`src/rtl/serial_cmd_pkg.sv`:
```
// serial_cmd_pkg
//   Shared definitions for the serial command master: opcode values of the
//   board command processor, the master FSM state encoding, size limits and
//   small clamp helpers used when a command is accepted.
package serial_cmd_pkg;

    // Command processor opcodes
    localparam logic [7:0] OP_VERSION      = 8'd0;
    localparam logic [7:0] OP_DEADTICKS    = 8'd1;
    localparam logic [7:0] OP_FIRINGTICKS  = 8'd2;
    localparam logic [7:0] OP_TOGGLE_OUT   = 8'd3;
    localparam logic [7:0] OP_TOGGLE_CLK   = 8'd4;
    localparam logic [7:0] OP_SET_PHASE    = 8'd5;
    localparam logic [7:0] OP_MASK1        = 8'd6;
    localparam logic [7:0] OP_MASK2        = 8'd7;
    localparam logic [7:0] OP_PASSTHRU     = 8'd8;
    localparam logic [7:0] OP_HISTO        = 8'd10;
    localparam logic [7:0] OP_VETO_LAST    = 8'd11;
    localparam logic [7:0] OP_RESET_PLL    = 8'd13;
    localparam logic [7:0] OP_VETO_CYCLES  = 8'd14;
    localparam logic [7:0] OP_CLK_AS_INPUT = 8'd15;

    localparam int MAX_ARGS         = 10;
    localparam int HISTO_RESP_BYTES = 288;
    localparam int MAX_RESP         = HISTO_RESP_BYTES;

    typedef enum logic [2:0] {
        S_IDLE    = 3'd0,
        S_TX_WAIT = 3'd1,
        S_TX_GAP  = 3'd2,
        S_RECV    = 3'd3,
        S_DONE    = 3'd4
    } state_t;

    function automatic logic [3:0] clamp_nargs(input logic [3:0] n);
        return (n > 4'(MAX_ARGS)) ? 4'(MAX_ARGS) : n;
    endfunction

    function automatic logic [8:0] clamp_nresp(input logic [8:0] n);
        return (n > 9'(MAX_RESP)) ? 9'(MAX_RESP) : n;
    endfunction

endpackage

```
`src/rtl/serial_cmd_master_if.sv`:
```
// serial_cmd_master_if
//   Bundles the command request, UART TX/RX and response/status signals of
//   the serial command master.
//   Handshake: a command transfers on a clock edge where cmd_valid and
//   cmd_ready are both high; cmd_* must be stable while cmd_valid is high.
//   txStart, rxReady, resp_valid, resp_word_valid, done and rx_drop are
//   single-cycle strobes with no back-pressure; txBusy is a level that holds
//   off the next txStart.
//   Modports: master = the command master, slave = its environment.
interface serial_cmd_master_if import serial_cmd_pkg::*; ();
    logic                    cmd_valid;
    logic                    cmd_ready;
    logic [7:0]              cmd_opcode;
    logic [3:0]              cmd_nargs;
    logic [8*MAX_ARGS-1:0]   cmd_args;
    logic [8:0]              cmd_nresp;
    logic                    txBusy;
    logic                    txStart;
    logic [7:0]              txData;
    logic                    rxReady;
    logic [7:0]              rxData;
    logic                    resp_valid;
    logic [7:0]              resp_data;
    logic [8:0]              resp_index;
    logic                    resp_word_valid;
    logic [31:0]             resp_word;
    logic                    done;
    logic                    timeout;
    logic [8:0]              resp_count;
    logic                    rx_drop;

    modport master (
        input  cmd_valid, cmd_opcode, cmd_nargs, cmd_args, cmd_nresp,
        input  txBusy, rxReady, rxData,
        output cmd_ready, txStart, txData,
        output resp_valid, resp_data, resp_index, resp_word_valid, resp_word,
        output done, timeout, resp_count, rx_drop
    );

    modport slave (
        output cmd_valid, cmd_opcode, cmd_nargs, cmd_args, cmd_nresp,
        output txBusy, rxReady, rxData,
        input  cmd_ready, txStart, txData,
        input  resp_valid, resp_data, resp_index, resp_word_valid, resp_word,
        input  done, timeout, resp_count, rx_drop
    );
endinterface

```
`src/rtl/serial_cmd_master_resp_word_packer.sv`:
```
// resp_word_packer
//   Assembles response bytes into little-endian 32-bit words.
//   Ports: clk, reset_n (async active-low); byte_valid/byte_lane/byte_data
//   describe one response byte (lane = index mod 4); last_byte marks the final
//   byte of the response; word_valid/word present the assembled word in the
//   same cycle as the byte that completes it.
module resp_word_packer (
    input  logic        clk,
    input  logic        reset_n,
    input  logic        byte_valid,
    input  logic [1:0]  byte_lane,
    input  logic [7:0]  byte_data,
    input  logic        last_byte,
    output logic        word_valid,
    output logic [31:0] word
);
    logic [31:0] word_q;
    logic [31:0] word_d;
    logic [31:0] merged;

    always_comb begin
        merged = word_q;
        // Lane 0 starts a fresh word, so a short final word has zero upper bytes.
        if (byte_lane == 2'd0) begin
            merged = {24'h0, byte_data};
        end else begin
            merged[{byte_lane, 3'b000} +: 8] = byte_data;
        end
        word_d = byte_valid ? merged : word_q;
    end

    assign word       = word_d;
    assign word_valid = byte_valid && ((byte_lane == 2'd3) || last_byte);

    always_ff @(posedge clk or negedge reset_n) begin
        if (!reset_n) begin
            word_q <= 32'h0;
        end else begin
            word_q <= word_d;
        end
    end
endmodule

```
`src/rtl/serial_cmd_master.sv`:
```
// serial_cmd_master
//   Initiator of the byte-serial command protocol. Accepts one command,
//   sends opcode then arguments through a UART TX, collects the expected
//   response bytes from a UART RX and streams them as bytes and words.
//   Ports: clk, reset_n (async active-low), bus (serial_cmd_master_if.master:
//   command handshake, UART TX/RX, response stream, status), state_dbg
//   (current FSM state for observation).
//   TIMEOUT_CYCLES must be at least 2.
module serial_cmd_master import serial_cmd_pkg::*; #(
    parameter int TIMEOUT_CYCLES = 50000000
) (
    input  logic                clk,
    input  logic                reset_n,
    serial_cmd_master_if.master bus,
    output state_t              state_dbg
);
    localparam logic [31:0] TIMER_TC = 32'(TIMEOUT_CYCLES - 1);
    localparam int          FRAME_W  = 8 * (MAX_ARGS + 1);

    state_t               state_q, state_d;
    logic [3:0]           ptr_q, ptr_d;
    logic [FRAME_W-1:0]   frame_q, frame_d;   // {args, opcode}: byte k is sent k-th
    logic [3:0]           nargs_q, nargs_d;
    logic [8:0]           nresp_q, nresp_d;
    logic [31:0]          timer_q, timer_d;
    logic [8:0]           count_q, count_d;
    logic                 timeout_q, timeout_d;
    logic [8:0]           resp_count_q, resp_count_d;

    logic                 tx_start;
    logic                 resp_valid;
    logic                 last_byte;
    logic                 done;
    logic [7:0]           cur_byte;

    assign cur_byte = frame_q[{ptr_q, 3'b000} +: 8];

    always_comb begin
        state_d      = state_q;
        ptr_d        = ptr_q;
        frame_d      = frame_q;
        nargs_d      = nargs_q;
        nresp_d      = nresp_q;
        timer_d      = timer_q;
        count_d      = count_q;
        timeout_d    = timeout_q;
        resp_count_d = resp_count_q;
        tx_start     = 1'b0;
        resp_valid   = 1'b0;
        last_byte    = 1'b0;
        done         = 1'b0;

        case (state_q)
            S_IDLE: begin
                if (bus.cmd_valid) begin
                    frame_d      = {bus.cmd_args, bus.cmd_opcode};
                    nargs_d      = clamp_nargs(bus.cmd_nargs);
                    nresp_d      = clamp_nresp(bus.cmd_nresp);
                    timeout_d    = 1'b0;
                    resp_count_d = 9'd0;
                    count_d      = 9'd0;
                    ptr_d        = 4'd0;
                    state_d      = S_TX_WAIT;
                end
            end
            S_TX_WAIT: begin
                if (!bus.txBusy) begin
                    tx_start = 1'b1;
                    state_d  = S_TX_GAP;
                end
            end
            S_TX_GAP: begin
                // Pointer value p has sent p+1 bytes; nargs+1 bytes in total.
                if (ptr_q != nargs_q) begin
                    ptr_d   = ptr_q + 4'd1;
                    state_d = S_TX_WAIT;
                end else if (nresp_q == 9'd0) begin
                    resp_count_d = count_q;
                    state_d      = S_DONE;
                end else begin
                    timer_d = 32'd0;
                    count_d = 9'd0;
                    state_d = S_RECV;
                end
            end
            S_RECV: begin
                if (bus.rxReady) begin
                    // A byte always beats a simultaneous timer expiry.
                    resp_valid = 1'b1;
                    count_d    = count_q + 9'd1;
                    timer_d    = 32'd0;
                    last_byte  = (count_d == nresp_q);
                    if (last_byte) begin
                        resp_count_d = count_d;
                        state_d      = S_DONE;
                    end
                end else begin
                    timer_d = timer_q + 32'd1;
                    if (timer_d == TIMER_TC) begin
                        timeout_d    = 1'b1;
                        resp_count_d = count_q;
                        state_d      = S_DONE;
                    end
                end
            end
            S_DONE: begin
                done    = 1'b1;
                state_d = S_IDLE;
            end
            default: state_d = S_IDLE;
        endcase
    end

    always_ff @(posedge clk or negedge reset_n) begin
        if (!reset_n) begin
            state_q      <= S_IDLE;
            ptr_q        <= 4'd0;
            frame_q      <= '0;
            nargs_q      <= 4'd0;
            nresp_q      <= 9'd0;
            timer_q      <= 32'd0;
            count_q      <= 9'd0;
            timeout_q    <= 1'b0;
            resp_count_q <= 9'd0;
        end else begin
            state_q      <= state_d;
            ptr_q        <= ptr_d;
            frame_q      <= frame_d;
            nargs_q      <= nargs_d;
            nresp_q      <= nresp_d;
            timer_q      <= timer_d;
            count_q      <= count_d;
            timeout_q    <= timeout_d;
            resp_count_q <= resp_count_d;
        end
    end

    resp_word_packer u_packer (
        .clk        (clk),
        .reset_n    (reset_n),
        .byte_valid (resp_valid),
        .byte_lane  (count_q[1:0]),
        .byte_data  (bus.rxData),
        .last_byte  (last_byte),
        .word_valid (bus.resp_word_valid),
        .word       (bus.resp_word)
    );

    assign bus.cmd_ready  = (state_q == S_IDLE);
    assign bus.txStart    = tx_start;
    assign bus.txData     = tx_start ? cur_byte : 8'h00;
    assign bus.resp_valid = resp_valid;
    assign bus.resp_data  = resp_valid ? bus.rxData : 8'h00;
    assign bus.resp_index = resp_valid ? count_q : 9'd0;
    assign bus.done       = done;
    assign bus.timeout    = timeout_q;
    assign bus.resp_count = resp_count_q;
    assign bus.rx_drop    = bus.rxReady && (state_q != S_RECV);
    assign state_dbg      = state_q;
endmodule

```
`src/flat_wrapper.sv`:
```
// flat-port wrapper written by rule: the top's interface ports become plain ports
module serial_cmd_master_flat import serial_cmd_pkg::*;
#(
    parameter int TIMEOUT_CYCLES = 50000000
)
  (clk, reset_n, state_dbg, bus_cmd_valid, bus_cmd_opcode, bus_cmd_nargs, bus_cmd_args, bus_cmd_nresp, bus_txBusy, bus_rxReady, bus_rxData, bus_cmd_ready, bus_txStart, bus_txData, bus_resp_valid, bus_resp_data, bus_resp_index, bus_resp_word_valid, bus_resp_word, bus_done, bus_timeout, bus_resp_count, bus_rx_drop);
  serial_cmd_master_if bus_i ();
  input  logic clk;
  input  logic reset_n;
  output state_t state_dbg;
  input wire logic [$bits(bus_i.cmd_valid)-1:0] bus_cmd_valid;
  input wire logic [$bits(bus_i.cmd_opcode)-1:0] bus_cmd_opcode;
  input wire logic [$bits(bus_i.cmd_nargs)-1:0] bus_cmd_nargs;
  input wire logic [$bits(bus_i.cmd_args)-1:0] bus_cmd_args;
  input wire logic [$bits(bus_i.cmd_nresp)-1:0] bus_cmd_nresp;
  input wire logic [$bits(bus_i.txBusy)-1:0] bus_txBusy;
  input wire logic [$bits(bus_i.rxReady)-1:0] bus_rxReady;
  input wire logic [$bits(bus_i.rxData)-1:0] bus_rxData;
  output wire logic [$bits(bus_i.cmd_ready)-1:0] bus_cmd_ready;
  output wire logic [$bits(bus_i.txStart)-1:0] bus_txStart;
  output wire logic [$bits(bus_i.txData)-1:0] bus_txData;
  output wire logic [$bits(bus_i.resp_valid)-1:0] bus_resp_valid;
  output wire logic [$bits(bus_i.resp_data)-1:0] bus_resp_data;
  output wire logic [$bits(bus_i.resp_index)-1:0] bus_resp_index;
  output wire logic [$bits(bus_i.resp_word_valid)-1:0] bus_resp_word_valid;
  output wire logic [$bits(bus_i.resp_word)-1:0] bus_resp_word;
  output wire logic [$bits(bus_i.done)-1:0] bus_done;
  output wire logic [$bits(bus_i.timeout)-1:0] bus_timeout;
  output wire logic [$bits(bus_i.resp_count)-1:0] bus_resp_count;
  output wire logic [$bits(bus_i.rx_drop)-1:0] bus_rx_drop;
  assign bus_i.cmd_valid = bus_cmd_valid;
  assign bus_i.cmd_opcode = bus_cmd_opcode;
  assign bus_i.cmd_nargs = bus_cmd_nargs;
  assign bus_i.cmd_args = bus_cmd_args;
  assign bus_i.cmd_nresp = bus_cmd_nresp;
  assign bus_i.txBusy = bus_txBusy;
  assign bus_i.rxReady = bus_rxReady;
  assign bus_i.rxData = bus_rxData;
  assign bus_cmd_ready = bus_i.cmd_ready;
  assign bus_txStart = bus_i.txStart;
  assign bus_txData = bus_i.txData;
  assign bus_resp_valid = bus_i.resp_valid;
  assign bus_resp_data = bus_i.resp_data;
  assign bus_resp_index = bus_i.resp_index;
  assign bus_resp_word_valid = bus_i.resp_word_valid;
  assign bus_resp_word = bus_i.resp_word;
  assign bus_done = bus_i.done;
  assign bus_timeout = bus_i.timeout;
  assign bus_resp_count = bus_i.resp_count;
  assign bus_rx_drop = bus_i.rx_drop;
  serial_cmd_master #(.TIMEOUT_CYCLES(TIMEOUT_CYCLES)) u_core (.clk(clk), .reset_n(reset_n), .bus(bus_i), .state_dbg(state_dbg));
endmodule
```
`config.mk`:
```
export PLATFORM = sky130hd
export DESIGN_NAME = serial_cmd_master_flat
export DESIGN_NICKNAME = d
export VERILOG_FILES = /design/src/rtl/serial_cmd_pkg.sv /design/src/rtl/serial_cmd_master_if.sv /design/src/rtl/serial_cmd_master_resp_word_packer.sv /design/src/rtl/serial_cmd_master.sv /design/src/flat_wrapper.sv
export SDC_FILE = /design/constraint.sdc
export NUM_CORES = 1
export LEC_CHECK = 0
export ABC_AREA = 1
export CORE_MARGIN = 5
export CORE_UTILIZATION = 30
export CTS_CLUSTER_SIZE = 28
export DETAILED_ROUTE_END_ITERATION = 10
export HOLD_SLACK_MARGIN = 0.05
export RECOVER_POWER = 100
export SKIP_CTS_REPAIR_TIMING = 1
export SYNTH_ARGS = -nofsm -noshare
export SYNTH_HDL_FRONTEND = slang
export SYNTH_SLANG_ARGS = --single-unit
```
`constraint.sdc`:
```
create_clock -name clk -period 2.67 [get_ports clk]
set_input_delay 0.267 -clock clk [delete_from_list [all_inputs] [get_ports clk]]
set_output_delay 0.267 -clock clk [all_outputs]
set_load 0.05 [all_outputs]
```
==> results.cfg, run 1 <==
[run_status]
status = finished, violations left
violations = max-capacitance violations, max-slew violations

[timing]
slew_violations = 64
clock_skew_ns = 0.0189
clock.fmax_mhz = 384
fin_crit_sh_pct = 97.6
hold_viol = 0
tightest_slew_ns = 1.74
setup_viol = 0
relSlewSlack_pct = -15.8
rsz0062_at_grt = true
finalCriticalPeriod_ns = 2.61
fin_hold_ws_ns = 0.361

[clocking]
cts_max_level = 4
clkTransAtPathRegs_ns = 0.07
insertion_delay_ns = 0.44
numCtsBuffers = 17
cts_root_buf = clkbuf_16
cts_tree = yes
clk_path_buf_depth = 2
clkSinkCount = 191

[synthesis]
ys_ff_latch = 191
synth.area.top_cells = dfrtp_1 48%, nand2_1 19%, o21ai_0 5.6%
synthDominantCellAreaShare_pct = 48.0
syn_area_um2 = 9960
synth_top_flop_cell = dfrtp_1
ys_seq_area_share_pct = 48.0
avgSynthCellArea_um2 = 7.37
synth-async-reset-ratio_pct = 100
synth_cell_types = 39
synth_top_cell_by_area = dfrtp_1
syn_inst = 1352
yosysWarningCount = 0
synth_edf_count = 0
synthesis.nets = 1473

[power]
comb_power_share_pct = 48.4
leakagePower_uw = 0.00647
internal_power_uw = 7950
switching_share_pct = 44.6
ir_drop_v = 0.000587
p_clk_share_pct = 18.2
p_per_area_nw_per_um2 = 1010
pwr-share-seq_pct = 33.4
p_total_uw = 14400
p_switching_uw = 6400

[finish]
syn_to_final_growth_pct = 42.2
final_nets = 1686
drive_gt1_share_pct = 15.5
fin_area_um2 = 14200
antenna_cells = 0
fillers = 3313

[drt]
drc = 0
drt-total-wl_um = 32800
vias = 9709
viasPerCell = 4.81
drt_iter0_drc = 710
dr.pass1.iters = 6
wire_per_inst_um = 16.2
ant_nets = 0

[global_route]
grt_pass1_wl_um = 51800
overflow = 0
grt_max_degree = 86
grt_pass1_vias = 9453
grtUsageTotal_pct = 17.5
antenna_found_initial = 1

[critical_path]
crit_family = compound AO/OA/AOI/OAI gates
crit_slowest_cell = dfrtp_2
required_ns = 2.40
path_max_fanout = 12
cp_num_buf_inv = 2
cp_cell_sequence = nand2_1 -> clkinvlp_4 -> a221oi_1 -> o21ai_1 -> nand3_1 -> a21oi_4 -> buf_12
cp-end-kind = primary output
max_stage_delay_ns = 0.45
setup.worst_path.class = flop to primary output
worstPathArrival_ns = 2.34
cp-start-kind = flop

[place]
place_area_um2 = 13100
post-dp-hpwl_um = 24400
gp_congestion = 0.918
numPortBuffers = 189

[floorplanning]
die_w_um = 192
num_io_pins = 190
die_area_um2 = 37000
rows = 66
initial_core_util_pct = 30.5
fp.coreArea_um2 = 32700
die_h_um = 192

[run]
cap_viol_max_count = 1

[min_path]
worstHoldPathType = primary input to flop
-- final timing paths --
kind / start / to / slack (ns) / cells past startpoint
max in group asynchronous: reset_n / u_core.state_dbg[1]$_DFFE_PN0P_ / 0.41 / 3
min: bus_cmd_args[10] / u_core.frame_q[18]$_DFFE_PN0P_ / 0.36 / 3
min in group asynchronous: reset_n / u_core.frame_q[18]$_DFFE_PN0P_ / 0.80 / 2
max reg2reg: u_core.count_q[0]$_DFFE_PN0P_ / u_core.bus.resp_count[6]$_DFFE_PN0P_ / 0.24 / 15
max: u_core.ptr_q[0]$_DFFE_PN0P_ / bus_txData[1] / 0.06 / 7
min reg2reg: u_core.frame_q[3]$_DFFE_PN0P_ / u_core.frame_q[3]$_DFFE_PN0P_ / 0.48 / 2
-- placed cells by master, fill, tap and decap left out, drive strengths merged, types with 7 or more instances in the layout --
cell,instances
a21oi,42
a221oi,11
a32oi,8
buf,113
clkbuf,22
clkdlybuf4s50,127
dfrtp,191
ha,7
inv,108
nand2,515
nand3,77
nand4,17
nor2,149
nor3,17
o21ai,118
o22ai,16
xor2,8
-- worst register-to-register path: stages (launching register included) --
cell	delay (ns)
dfrtp_2	0.42
ha_1	0.21
nand2_1	0.11
nor2_2	0.21
nand3_1	0.09
nand2_1	0.11
nand2_1	0.06
nand2_1	0.06
nand2_1	0.05
nor2_1	0.14
nand3_2	0.12
buf_4	0.18
a21oi_4	0.27
nand3_4	0.16
nand2_1	0.10
nand2_1	0.05
-- per-layer routing --
metal | part of all wire [%] | global-route usage, %
met3 | 5.4 | 3.56
met2 | 45 | 26.8
met1 | 47 | 24.9
met5 | 0.040 | 0
met4 | 2.4 | 5.62
-- flip-flops by register name, summed over array words and instances, names as in the netlist --
name,count
u_core.timer_q,32
u_core.count_q,9
u_core.state_dbg,3
u_core.frame_q,88
u_core.nargs_q,4
u_core.ptr_q,4
u_core.u_packer.word_q,32
u_core.nresp_q,9
u_core.bus.timeout,1
u_core.bus.resp_count,9
-- synth_stat cells (4+ instances only) --
library cell,number
nor3_1,17
buf_2,8
buf_1,4
clkbuf_1,38
xor2_1,8
ha_1,7
nand3_1,76
nand4_1,17
inv_2,4
o2111ai_1,5
o21ai_0,111
a221oi_1,11
dfrtp_1,191
a21oi_1,41
nor2_2,9
o22ai_1,16
inv_1,101
o21ai_1,7
nor2_1,135
nand2_1,511
a32oi_1,8
-- kinds of logic after synthesis --
group	Yosys count	synth area share (%)
simple gates	780	32.2
compound gates	206	11.8
flops	191	48.0
buf+inv	158	6.13
xor+xnor	10	1.02
fa+ha+maj	7	0.879
-- per-stage QoR --
stage / setup TNS, ns / util (%) / setup WS, ns / std cells
2_1_floorplan: -0.205 / - / -0.0309 / 1352
3_3_place_gp: 0 / 40.1 / 0.254 / 1959
3_5_place_dp: 0 / 40.1 / 0.164 / 1959
4_1_cts: -3.88 / 41.9 / -0.259 / 1991
5_1_grt: -0.713 / 43.3 / -0.0692 / 2020
6_report: 0 / 43.3 / 0.0636 / 2020
-- power groups by stage --
stage / Clock, µW / Sequential, µW / Combinational, µW
2_1_floorplan: 0 / 4700 / 4100
3_3_place_gp: 0 / 4780 / 6460
6_report: 2610 / 4800 / 6940
5_1_grt: 2800 / 4930 / 7580
4_1_cts: 2670 / 4750 / 6560
3_5_place_dp: 0 / 4790 / 6530
-- final cells by class --
class | count | area, µm² | area share [%]
multi-input cells | 1003 | 5020 | 35.4
flip-flops and latches | 191 | 4780 | 33.8
repair buffers | 245 | 2800 | 19.8
well taps | 442 | 553 | 3.90
clock buffers | 20 | 467 | 3.29
inverters | 107 | 425 | 3.00
clock inverters | 12 | 123 | 0.865
Note: power is estimated with default switching activity, not from simulation.
==> run 2, diff against run 1 <==
--- a/config.mk
+++ b/config.mk
@@ -5,7 +5,6 @@
 export SDC_FILE = /design/constraint.sdc
 export NUM_CORES = 1
 export LEC_CHECK = 0
-export ABC_AREA = 1
 export CORE_MARGIN = 5
 export CORE_UTILIZATION = 30
 export CTS_CLUSTER_SIZE = 28
==> run 2 against run 1 <==
Net effect: the run ends with max-capacitance violations, max-slew violations, negative setup slack left; design area is 5.0% higher; via count shrank 4.6%; worst hold slack worse by 0.019 ns; combinational power grew 5.2%; total power shrank 0.24%; sequential cell count unchanged; critical endpoint is now u_core.bus.resp_count[4]$_DFFE_PN0P_.
==> results.cfg, run 2 <==
[critical_path]
cp-start-kind = flop
crit_slowest_cell = or4_4
cp_cell_sequence = nand4_4 -> or3_4 -> or3_4 -> xor2_1 -> or4_4 -> o31a_1 -> or3_4 -> buf_6 -> mux2_4
crit_family = simple AND/OR/NAND/NOR gates
r2r-start = u_core.timer_q[8]$_DFFE_PN0P_
cpMostUsedCell = or3_4
cp-end-kind = flop
r2r_setup_slack_ns = -0.55
path_max_fanout = 5
r2r_cells = 9
max_stage_delay_ns = 0.52
required_ns = 3.00
setup.worst_path.class = flop to flop
cp_num_buf_inv = 1
r2r_end = u_core.bus.resp_count[4]$_DFFE_PN0P_
worstPathArrival_ns = 3.54
setup.worst_path.start = u_core.timer_q[8]$_DFFE_PN0P_

[power]
pwr-share-seq_pct = 30.7
switching_share_pct = 41.0
internal_power_uw = 8460
p_per_area_nw_per_um2 = 963
leakagePower_uw = 0.00668
p_clk_share_pct = 18.3
p_switching_uw = 5870
ir_drop_v = 0.000514
comb_power_share_pct = 51.0

[finish]
drive_gt1_share_pct = 23.7
antenna_cells = 0
fillers = 3245
max_flop_register = u_core.frame_q
syn_to_final_growth_pct = 48.2
layout_common_cells = 368 x nand2_1, 187 x dfrtp_1, 144 x buf_4
final_nets = 1572
top_regs = u_core.frame_q x88, u_core.timer_q x32, u_core.u_packer.word_q x32
multi_input_area_um2 = 5280
seq_area_um2 = 4780
fin_area_um2 = 14900
final_cells = 1912
final_common_cell = nand2_1
largest_reg_flops = 88

[synthesis]
avgSynthCellArea_um2 = 8.61
yosysWarningCount = 0
yosys.area_share.xor_xnor_pct = 2.53
synth-async-reset-ratio_pct = 100
synth_top_family_by_area = simple AND/OR/NAND/NOR gates
synth_edf_count = 0
syn_inst = 1166
synth.area.top_cells = dfrtp_1 48%, nand2_1 14%, o21ai_0 3.8%
yosysMostFrequentCell = nand2_1
synth_top_flop_cell = dfrtp_1
yosys-mux-area-fraction_pct = 5.80
synth_compound_area_share_pct = 12.6
synth_adder_area_share_pct = 0.873
synth_cell_types = 58
synthDominantCellAreaShare_pct = 47.6
ys_seq_area_share_pct = 47.6
ys_ff_latch = 191
synthSimpleGateAreaFrac_pct = 27.0
synth_top_cell_by_area = dfrtp_1
synth_common_cells = 370 x nand2_1, 191 x dfrtp_1, 85 x nor2_1, 77 x o21ai_0, 69 x clkbuf_1
syn_area_um2 = 10000
synthesis.nets = 1287

[timing]
slew_violations = 65
hold_viol = 0
fin_crit_sh_pct = 120
setup_viol = 38
rsz0062_at_grt = true
relSlewSlack_pct = -14.4
finalCriticalPeriod_ns = 3.22
tightest_slew_ns = 1.72
layout_setup_ws_ns = -0.546
clock.fmax_mhz = 311
clock_skew_ns = 0.0105

[floorplanning]
die_area_um2 = 37200
rows = 67
die_w_um = 193
die_h_um = 193
num_io_pins = 190
initial_core_util_pct = 30.2
fp.coreArea_um2 = 33300

[clocking]
clkTransAtPathRegs_ns = 0.07
numCtsBuffers = 17
cts_root_buf = clkbuf_16
insertion_delay_ns = 0.45
clk_path_buf_depth = 2
clkSinkCount = 191
cts_tree = yes
cts_max_level = 4

[drt]
drt-total-wl_um = 32000
wire_per_inst_um = 16.7
drt_iter0_drc = 457
drc = 0
ant_nets = 0
viasPerCell = 4.84
vias = 9262
dr.pass1.iters = 5

[min_path]
worstHoldPathType = primary input to flop
hold_path_depth = 3
hold_start = bus_cmd_args[15]
min_to = u_core.frame_q[23]$_DFFE_PN0P_

[place]
gp_congestion = 0.849
post-dp-hpwl_um = 23300
place_inst = 1864
place_area_um2 = 14000
numPortBuffers = 189

[global_route]
grt_max_degree = 93
grt_pass1_wl_um = 51100
grt_pass1_vias = 9411
antenna_found_initial = 0
grtUsageTotal_pct = 17.4
overflow = 0

[run_status]
violations = max-capacitance violations, max-slew violations, negative setup slack
status = finished, violations left

[run]
cap_viol_max_count = 1
==> run 2: cell families after synthesis <==
family,count (synthesis)
AO/OA/AOI/OAI,207
buffers and inverters,91
AND/OR/NAND/NOR,607
multiplexers,34
flip-flops,191
XOR/XNOR,29
adder cells (fa/ha/maj),7
==> run 2: worst register-to-register path, stage by stage, from the launching register on <==
cell,delay (ns)
dfrtp_1,0.39
nand4_4,0.13
or3_4,0.36
or3_4,0.40
xor2_1,0.15
or4_4,0.52
o31a_1,0.32
or3_4,0.40
buf_6,0.15
mux2_4,0.29
==> run 2: metrics by stage <==
stage | TNS [ns] | worst slack (ns) | power [µW] | util (%) | hold slack [ns]
after floorplan | -6.45 | -0.691 | 8580 | - | -0.0286
after global placement | -5.99 | -0.624 | 11400 | 42.1 | 0.303
after detailed placement | -6.69 | -0.683 | 11500 | 42.1 | 0.306
after CTS | -13.58 | -0.730 | 14200 | 43.9 | -0.186
after global routing | -32.31 | -0.628 | 15300 | 44.7 | 0.329
final | -10.81 | -0.546 | 14300 | 44.7 | 0.342
==> run 2: layer usage <==
metal  GRT usage, %  share of wire, %
met4           4.14               1.1
met3           3.89               4.7
met5              0                 0
met1           23.2                46
met2           28.8                49
==> run 2: power groups by stage <==
stage / registers (µW) / logic [µW] / clock network (µW)
final: 4390 / 7300 / 2620
after global routing: 4520 / 7940 / 2820
after CTS: 4370 / 7070 / 2710
after detailed placement: 4420 / 7040 / 0
after global placement: 4390 / 6980 / 0
after floorplan: 4420 / 4170 / 0
==> run 2: cell type report <==
class,count,share of cell area [%]
repair buffers,346,24.3
clock inverters,14,1.03
multi-input cells,884,35.5
inverters,11,0.311
clock buffers,18,2.89
flip-flops and latches,191,32.2
well taps,448,3.77
==> run 2: how the worst max path moves through the flow <==
stage / endpoint / slack, ns / depth (start not counted)
global route: u_core.bus.resp_count[4]$_DFFE_PN0P_ / -0.63 / 9
finish: u_core.bus.resp_count[4]$_DFFE_PN0P_ / -0.55 / 9
detailed placement: u_core.bus.resp_count[4]$_DFFE_PN0P_ / -0.68 / 11
global placement: u_core.bus.resp_count[7]$_DFFE_PN0P_ / -0.62 / 9
floorplan: u_core.bus.resp_count[0]$_DFFE_PN0P_ / -0.69 / 11
CTS: u_core.bus.resp_count[4]$_DFFE_PN0P_ / -0.73 / 11
